[config.mk]
export PLATFORM = sky130hd
export DESIGN_NAME = alu_mdu
export DESIGN_NICKNAME = d
export VERILOG_FILES = /design/src/rtl/alu_mdu.sv
export SDC_FILE = /design/constraint.sdc
export NUM_CORES = 2
export LEC_CHECK = 0
export ABC_AREA = 1
export BUFFER_PORTS_ARGS = -buffer_cell sky130_fd_sc_hd__buf_4
export CAP_MARGIN = 10
export CORE_UTILIZATION = 40
export DETAILED_ROUTE_END_ITERATION = 12
export HOLD_SLACK_MARGIN = 0.02
export PLACE_DENSITY = 0.55
export SYNTH_ARGS = -nofsm -noshare
export SYNTH_HDL_FRONTEND = slang
export SYNTH_SLANG_ARGS = --single-unit
[constraint.sdc]
create_clock -name clk -period 5.67 [get_ports clk]
set_input_delay 1.134 -clock clk [delete_from_list [all_inputs] [get_ports clk]]
set_output_delay 1.134 -clock clk [all_outputs]
set_load 0.01 [all_outputs]
[src/rtl/alu_mdu.sv]
// alu_mdu -- execute-stage arithmetic unit for the pipelined MIPS core.
//
// Purpose:
//   Single-cycle combinational ALU (add/sub, logic, compares, shifts, LUI)
//   alongside a multi-cycle multiply/divide unit. The MD unit owns the
//   architectural HI/LO registers. It raises busy while an operation is in
//   flight so the hazard unit can stall MD-dependent instructions.
//
// Parameters:
//   WIDTH    datapath width; an even power of two, at least 8
//   MUL_LAT  busy cycles for MULT/MULTU (at least 1)
//   DIV_LAT  busy cycles for DIV/DIVU (at least 1)
//
// Ports:
//   clk       in   rising-edge clock
//   reset     in   asynchronous active-low reset
//   A, B      in   operands; shift amount is A[log2(WIDTH)-1:0]
//   ALUCtrl   in   ALU op select (0 ADD .. 11 LUI, 12-15 give 0)
//   result    out  combinational ALU result
//   zero      out  A == B
//   md_start  in   one-cycle MD request
//   md_op     in   0 MULT, 1 MULTU, 2 DIV, 3 DIVU, 4 MTHI, 5 MTLO
//   busy      out  MD operation in flight
//   hi, lo    out  architectural HI/LO registers
//
// Configuration macro:
//   ALU_MDU_DIV_EN  when defined, DIV/DIVU are built. When undefined, the
//                   divider is absent and ops 2/3 are ignored like ops 6/7.

module alu_mdu #(
  parameter int WIDTH   = 32,
  parameter int MUL_LAT = 5,
  parameter int DIV_LAT = 10
) (
  input  logic             clk,
  input  logic             reset,
  input  logic [WIDTH-1:0] A,
  input  logic [WIDTH-1:0] B,
  input  logic [3:0]       ALUCtrl,
  output logic [WIDTH-1:0] result,
  output logic             zero,
  input  logic             md_start,
  input  logic [2:0]       md_op,
  output logic             busy,
  output logic [WIDTH-1:0] hi,
  output logic [WIDTH-1:0] lo
);

  localparam int SHW   = $clog2(WIDTH);
  localparam int MAXL  = (MUL_LAT > DIV_LAT) ? MUL_LAT : DIV_LAT;
  localparam int CW    = $clog2(MAXL + 1);
  localparam logic [CW-1:0] MUL_CNT = CW'(MUL_LAT - 1);
  localparam logic [CW-1:0] DIV_CNT = CW'(DIV_LAT - 1);

  typedef enum logic {IDLE, RUN} state_t;

  state_t           state, state_next;
  logic [CW-1:0]    count;
  logic [WIDTH-1:0] pend_hi, pend_lo;
  logic [WIDTH-1:0] md_hi, md_lo;
  logic             done;

  logic [SHW-1:0]   shamt;
  logic             slt, sltu;

  // Combinational ALU. This path deliberately has no dependence on MD state.
  assign shamt = A[SHW-1:0];
  assign slt   = $signed(A) < $signed(B);
  assign sltu  = A < B;
  assign zero  = (A == B);

  always_comb begin
    result = '0;
    case (ALUCtrl)
      4'd0:    result = A + B;
      4'd1:    result = A - B;
      4'd2:    result = A | B;
      4'd3:    result = A & B;
      4'd4:    result = A ^ B;
      4'd5:    result = ~(A | B);
      4'd6:    result = {{(WIDTH-1){1'b0}}, slt};
      4'd7:    result = {{(WIDTH-1){1'b0}}, sltu};
      4'd8:    result = B << shamt;
      4'd9:    result = B >> shamt;
      4'd10:   result = WIDTH'($signed(B) >>> shamt);
      4'd11:   result = B << (WIDTH / 2);
      default: result = '0;
    endcase
  end

  // Request decode. Ops 0/2 are the signed flavours, so bit 0 low = signed.
  logic is_mul, is_div, is_mt, signed_op, op_ok, launch, write_mt;

  assign is_mul    = (md_op[2:1] == 2'b00);
  assign is_div    = (md_op[2:1] == 2'b01);
  assign is_mt     = (md_op[2:1] == 2'b10);
  assign signed_op = ~md_op[0];

`ifdef ALU_MDU_DIV_EN
  assign op_ok = is_mul | is_div;
`else
  assign op_ok = is_mul;
`endif

  assign launch   = md_start && (state == IDLE) && op_ok;
  assign write_mt = md_start && (state == IDLE) && is_mt;

  // Multiplier: sign- or zero-extend both operands to 2*WIDTH so a single
  // unsigned multiply yields the correct low 2*WIDTH bits in both modes.
  logic [2*WIDTH-1:0] a_ext, b_ext, product;

  assign a_ext   = signed_op ? {{WIDTH{A[WIDTH-1]}}, A} : {{WIDTH{1'b0}}, A};
  assign b_ext   = signed_op ? {{WIDTH{B[WIDTH-1]}}, B} : {{WIDTH{1'b0}}, B};
  assign product = a_ext * b_ext;

`ifdef ALU_MDU_DIV_EN
  // Divider works on magnitudes and restores signs afterwards. MIN / -1
  // needs no special case: |MIN| negated wraps back to MIN, remainder 0.
  logic             a_neg, b_neg, div_zero;
  logic [WIDTH-1:0] abs_a, abs_b, divisor, q_mag, r_mag, quot, rem;

  assign a_neg    = signed_op & A[WIDTH-1];
  assign b_neg    = signed_op & B[WIDTH-1];
  assign abs_a    = a_neg ? -A : A;
  assign abs_b    = b_neg ? -B : B;
  assign div_zero = (B == '0);
  assign divisor  = div_zero ? {{(WIDTH-1){1'b0}}, 1'b1} : abs_b;
  assign q_mag    = abs_a / divisor;
  assign r_mag    = abs_a % divisor;
  assign quot     = (a_neg ^ b_neg) ? -q_mag : q_mag;
  assign rem      = a_neg ? -r_mag : r_mag;
`endif

  always_comb begin
    md_hi = product[2*WIDTH-1:WIDTH];
    md_lo = product[WIDTH-1:0];
`ifdef ALU_MDU_DIV_EN
    if (is_div) begin
      md_hi = div_zero ? A  : rem;
      md_lo = div_zero ? '1 : quot;
    end
`endif
  end

  // State register
  always_ff @(posedge clk or negedge reset) begin
    if (!reset) state <= IDLE;
    else        state <= state_next;
  end

  // Next-state logic
  always_comb begin
    state_next = state;
    case (state)
      IDLE:    if (launch) state_next = RUN;
      RUN:     if (count == '0) state_next = IDLE;
      default: state_next = IDLE;
    endcase
  end

  // Outputs decoded from state; busy comes straight from the state flop.
  always_comb begin
    busy = (state == RUN);
    done = (state == RUN) && (count == '0);
  end

  // Counter, pending result and HI/LO. The result is computed once at launch
  // so later operand changes cannot affect it; HI/LO only move on completion
  // or on an accepted MTHI/MTLO.
  always_ff @(posedge clk or negedge reset) begin
    if (!reset) begin
      count   <= '0;
      pend_hi <= '0;
      pend_lo <= '0;
      hi      <= '0;
      lo      <= '0;
    end else begin
      if (launch) begin
        count   <= is_div ? DIV_CNT : MUL_CNT;
        pend_hi <= md_hi;
        pend_lo <= md_lo;
      end else if ((state == RUN) && (count != '0)) begin
        count <= count - CW'(1);
      end

      if (done) begin
        hi <= pend_hi;
        lo <= pend_lo;
      end else if (write_mt) begin
        if (md_op[0]) lo <= A;
        else          hi <= A;
      end
    end
  end

endmodule

==> flow_metrics.tcl <==
set metrics [dict create \
    outcome "finished with violations" \
    violations "setup timing" \
    setup_violations 57 \
    critPathArrivalTime_ps 8940 \
    rsz0062_at_grt "true" \
    cts.sinks 133 \
    fin_crit_sh_pct 152 \
    antenna_left 0 \
    vias_per_cell 5.09 \
    grt_pass1_wl_mm 427 \
    clock_latency_ps 440 \
    fp.dieW_um 403 \
    path_buf_inv 11 \
    drtPass1Iterations 5 \
    fin_crit_ps 8610 \
    initialDrtViolationCount 5192 \
    grt_usage_pct 36.2 \
    wl_mm 293 \
    worst_pin_slew_ps 914 \
    worstSetupPathType "in -> reg" \
    critPathMaxFanout 21 \
    syn_area_mm2 0.0644 \
    slew_headroom_pct 39.0 \
    rrSetupSlack_ps 2830 \
    synth_seq_cells 133 \
    clk_path_buf_depth 2 \
    end_kind "flip-flop" \
    grt_overflow 0 \
    finalInstanceArea_mm2 0.0834 \
    htree_num_levels 4 \
    critPathTopFamily "adder cells" \
    mostFrequentLayoutCell "inv_1" \
    std_cell_rows 146 \
    postSynth.asyncResetShare_pct 100 \
    hold_class "reg -> reg" \
    via_count 60018 \
    worstPathRequired_ps 6000 \
    portBuffers 171 \
    cpMostUsedCell "fa_1" \
    post_route_cells_drive_above_1_share_pct 25.0 \
    ys.flop_type "dfrtp_1" \
    maxCapViolCount 0 \
    yosys_warnings 0 \
    num-fill-cells 15465 \
    ios 172 \
    grt_pass1_vias 63546 \
    clk_pin_slew_worst_paths_ps 60 \
    die_h_um 403 \
    start_util_pct 40.5 \
    final_max_slew_viol_count 0 \
    die_area_mm2 0.163 \
    start_kind "input port" \
    syn_inst 8512 \
    place_area_mm2 0.0774 \
    seq_area_frac_synth_pct 5.17 \
    cts_tree "built" \
    mostFrequentLayoutCells "2315 x inv_1, 1943 x nand2_1, 1302 x fa_1, 1231 x buf_4, 323 x ha_1" \
    fmax_mhz 116 \
    synth_enable_flop_cells 0 \
    dp_hpwl_mm 249 \
    detail_route.wl_per_cell_um 24.8 \
    max_stage_delay_ps 720 \
    clock-skew-final_ps 11.9 \
    synth_cell_types 67 \
    tns_ps -137540 \
    grt_max_degree 89 \
    syn-num-nets 10415 \
    slowest_stage "fa_2" \
    numCtsBuffers 17 \
    syn_area_per_cell_um2 7.57 \
    hold_viol 0 \
    globalplace.congestion 1.00 \
    antenna_found_initial 22 \
    nNetsFinal 11520 \
    cts-root-buf "clkbuf_16" \
    area_growth_pct 29.6 \
    layout_setup_ws_ps -2940 \
    core-area_mm2 0.159 \
    post-route-drc-count 0 \
]
-- path summary, 6_finish.rpt --
kind / from / cells after the start / end
min in group asynchronous: reset / 1 / pend_lo[17]$_DFFE_PN0P_
worst max-delay path: md_op[0] / 31 / pend_hi[28]$_DFFE_PN0P_
worst max register to register: busy$_DFF_PN0_ / 6 / count[0]$_DFFE_PN0P_
worst min register to register: pend_lo[27]$_DFFE_PN0P_ / 2 / pend_lo[27]$_DFFE_PN0P_
max in group asynchronous: reset / 2 / pend_lo[10]$_DFFE_PN0P_
worst min-delay path: pend_lo[27]$_DFFE_PN0P_ / 2 / pend_lo[27]$_DFFE_PN0P_
-- layout make-up --
class	count	area, µm²	share of cell area [%]
flip-flops and latches	133	3330	3.99
inverters	2488	9370	11.2
multi-input cells	5510	54100	64.9
repair buffers	1467	13200	15.9
well taps	2146	2690	3.22
clock inverters	12	228	0.273
diodes	7	17.5	0.0210
clock buffers	18	429	0.514
-- timing repair --
item,4_1_cts,5_1_grt
pin swaps,254,199
hold buffers,0,0
setup endpoints to repair,66,66
endpoints found under the hold margin,0,0
setup buffers,102,35
gates cloned,13,8
gates resized for setup,658,322
-- Yosys cell counts, types with 7 or more instances --
| cell type | count | area, µm² |
|---|---|---|
| a21oi_1 | 225 | 1130 |
| xnor2_1 | 38 | 333 |
| o21ai_1 | 88 | 440 |
| ha_1 | 412 | 5150 |
| mux2i_1 | 7 | 70.1 |
| or2_1 | 8 | 50.1 |
| fa_1 | 1417 | 28400 |
| nand2_1 | 2068 | 7760 |
| nand3_1 | 252 | 1260 |
| o21bai_1 | 23 | 173 |
| a221oi_1 | 14 | 123 |
| o221ai_1 | 14 | 123 |
| nor3_1 | 37 | 185 |
| nor4_1 | 9 | 56.3 |
| a31oi_1 | 16 | 100 |
| a21oi_2 | 12 | 105 |
| o21ai_2 | 28 | 245 |
| a22oi_1 | 16 | 120 |
| nand2_2 | 18 | 113 |
| xor2_1 | 23 | 201 |
| buf_1 | 36 | 135 |
| nor2_1 | 350 | 1310 |
| o211ai_1 | 24 | 180 |
| nand4_1 | 42 | 263 |
| inv_1 | 2451 | 9200 |
| clkbuf_1 | 269 | 1010 |
| o31ai_1 | 7 | 52.6 |
| buf_2 | 60 | 300 |
| o22ai_1 | 21 | 131 |
| inv_2 | 32 | 120 |
| or2_2 | 25 | 156 |
| dfrtp_1 | 133 | 3330 |
| nor2_2 | 10 | 62.6 |
| o21ai_0 | 235 | 1180 |
| buf_4 | 10 | 75.1 |
-- per-stage QoR --
step	std cells	setup slack (ps)	util (%)	hold WS, ps
6_report	11781	-2940	52.4	481
5_1_grt	11781	-3160	52.4	498
4_1_cts	11735	-2870	51.4	478
3_5_place_dp	11591	-3740	48.7	468
3_3_place_gp	11591	-3660	48.7	465
2_1_floorplan	8512	-3000	-	442
-- worst reg2reg max path, delay by kind of cell, from the launching register on --
| family | cells | cell delay (ps) |
|---|---|---|
| compound gates | 1 | 90 |
| flops | 1 | 460 |
| simple gates | 2 | 470 |
| buf+inv | 3 | 1710 |
-- flip-flops by register name, summed over array words and instances (netlist names) --
register / count
hi: 32
lo: 32
busy: 1
pend_hi: 32
count: 4
pend_lo: 32
-- layer usage --
metal	GRT usage, %	part of all wire [%]
met3	4.38	7.0
met5	0	0.023
met4	15.8	5.5
met1	48.6	42
met2	58.9	46
-- cells by family after synthesis --
logic type | count (synthesis) | synth area share [%]
compound gates | 771 | 7.06
flops | 133 | 5.17
fa+ha+maj | 1829 | 52.1
buf+inv | 2869 | 17.0
mux | 8 | 0.144
xor+xnor | 62 | 0.855
simple gates | 2840 | 17.8
Power is left out: the tool's default activity adds up to more than one toggle a clock period on the data nets, which glitch-free logic cannot reach.
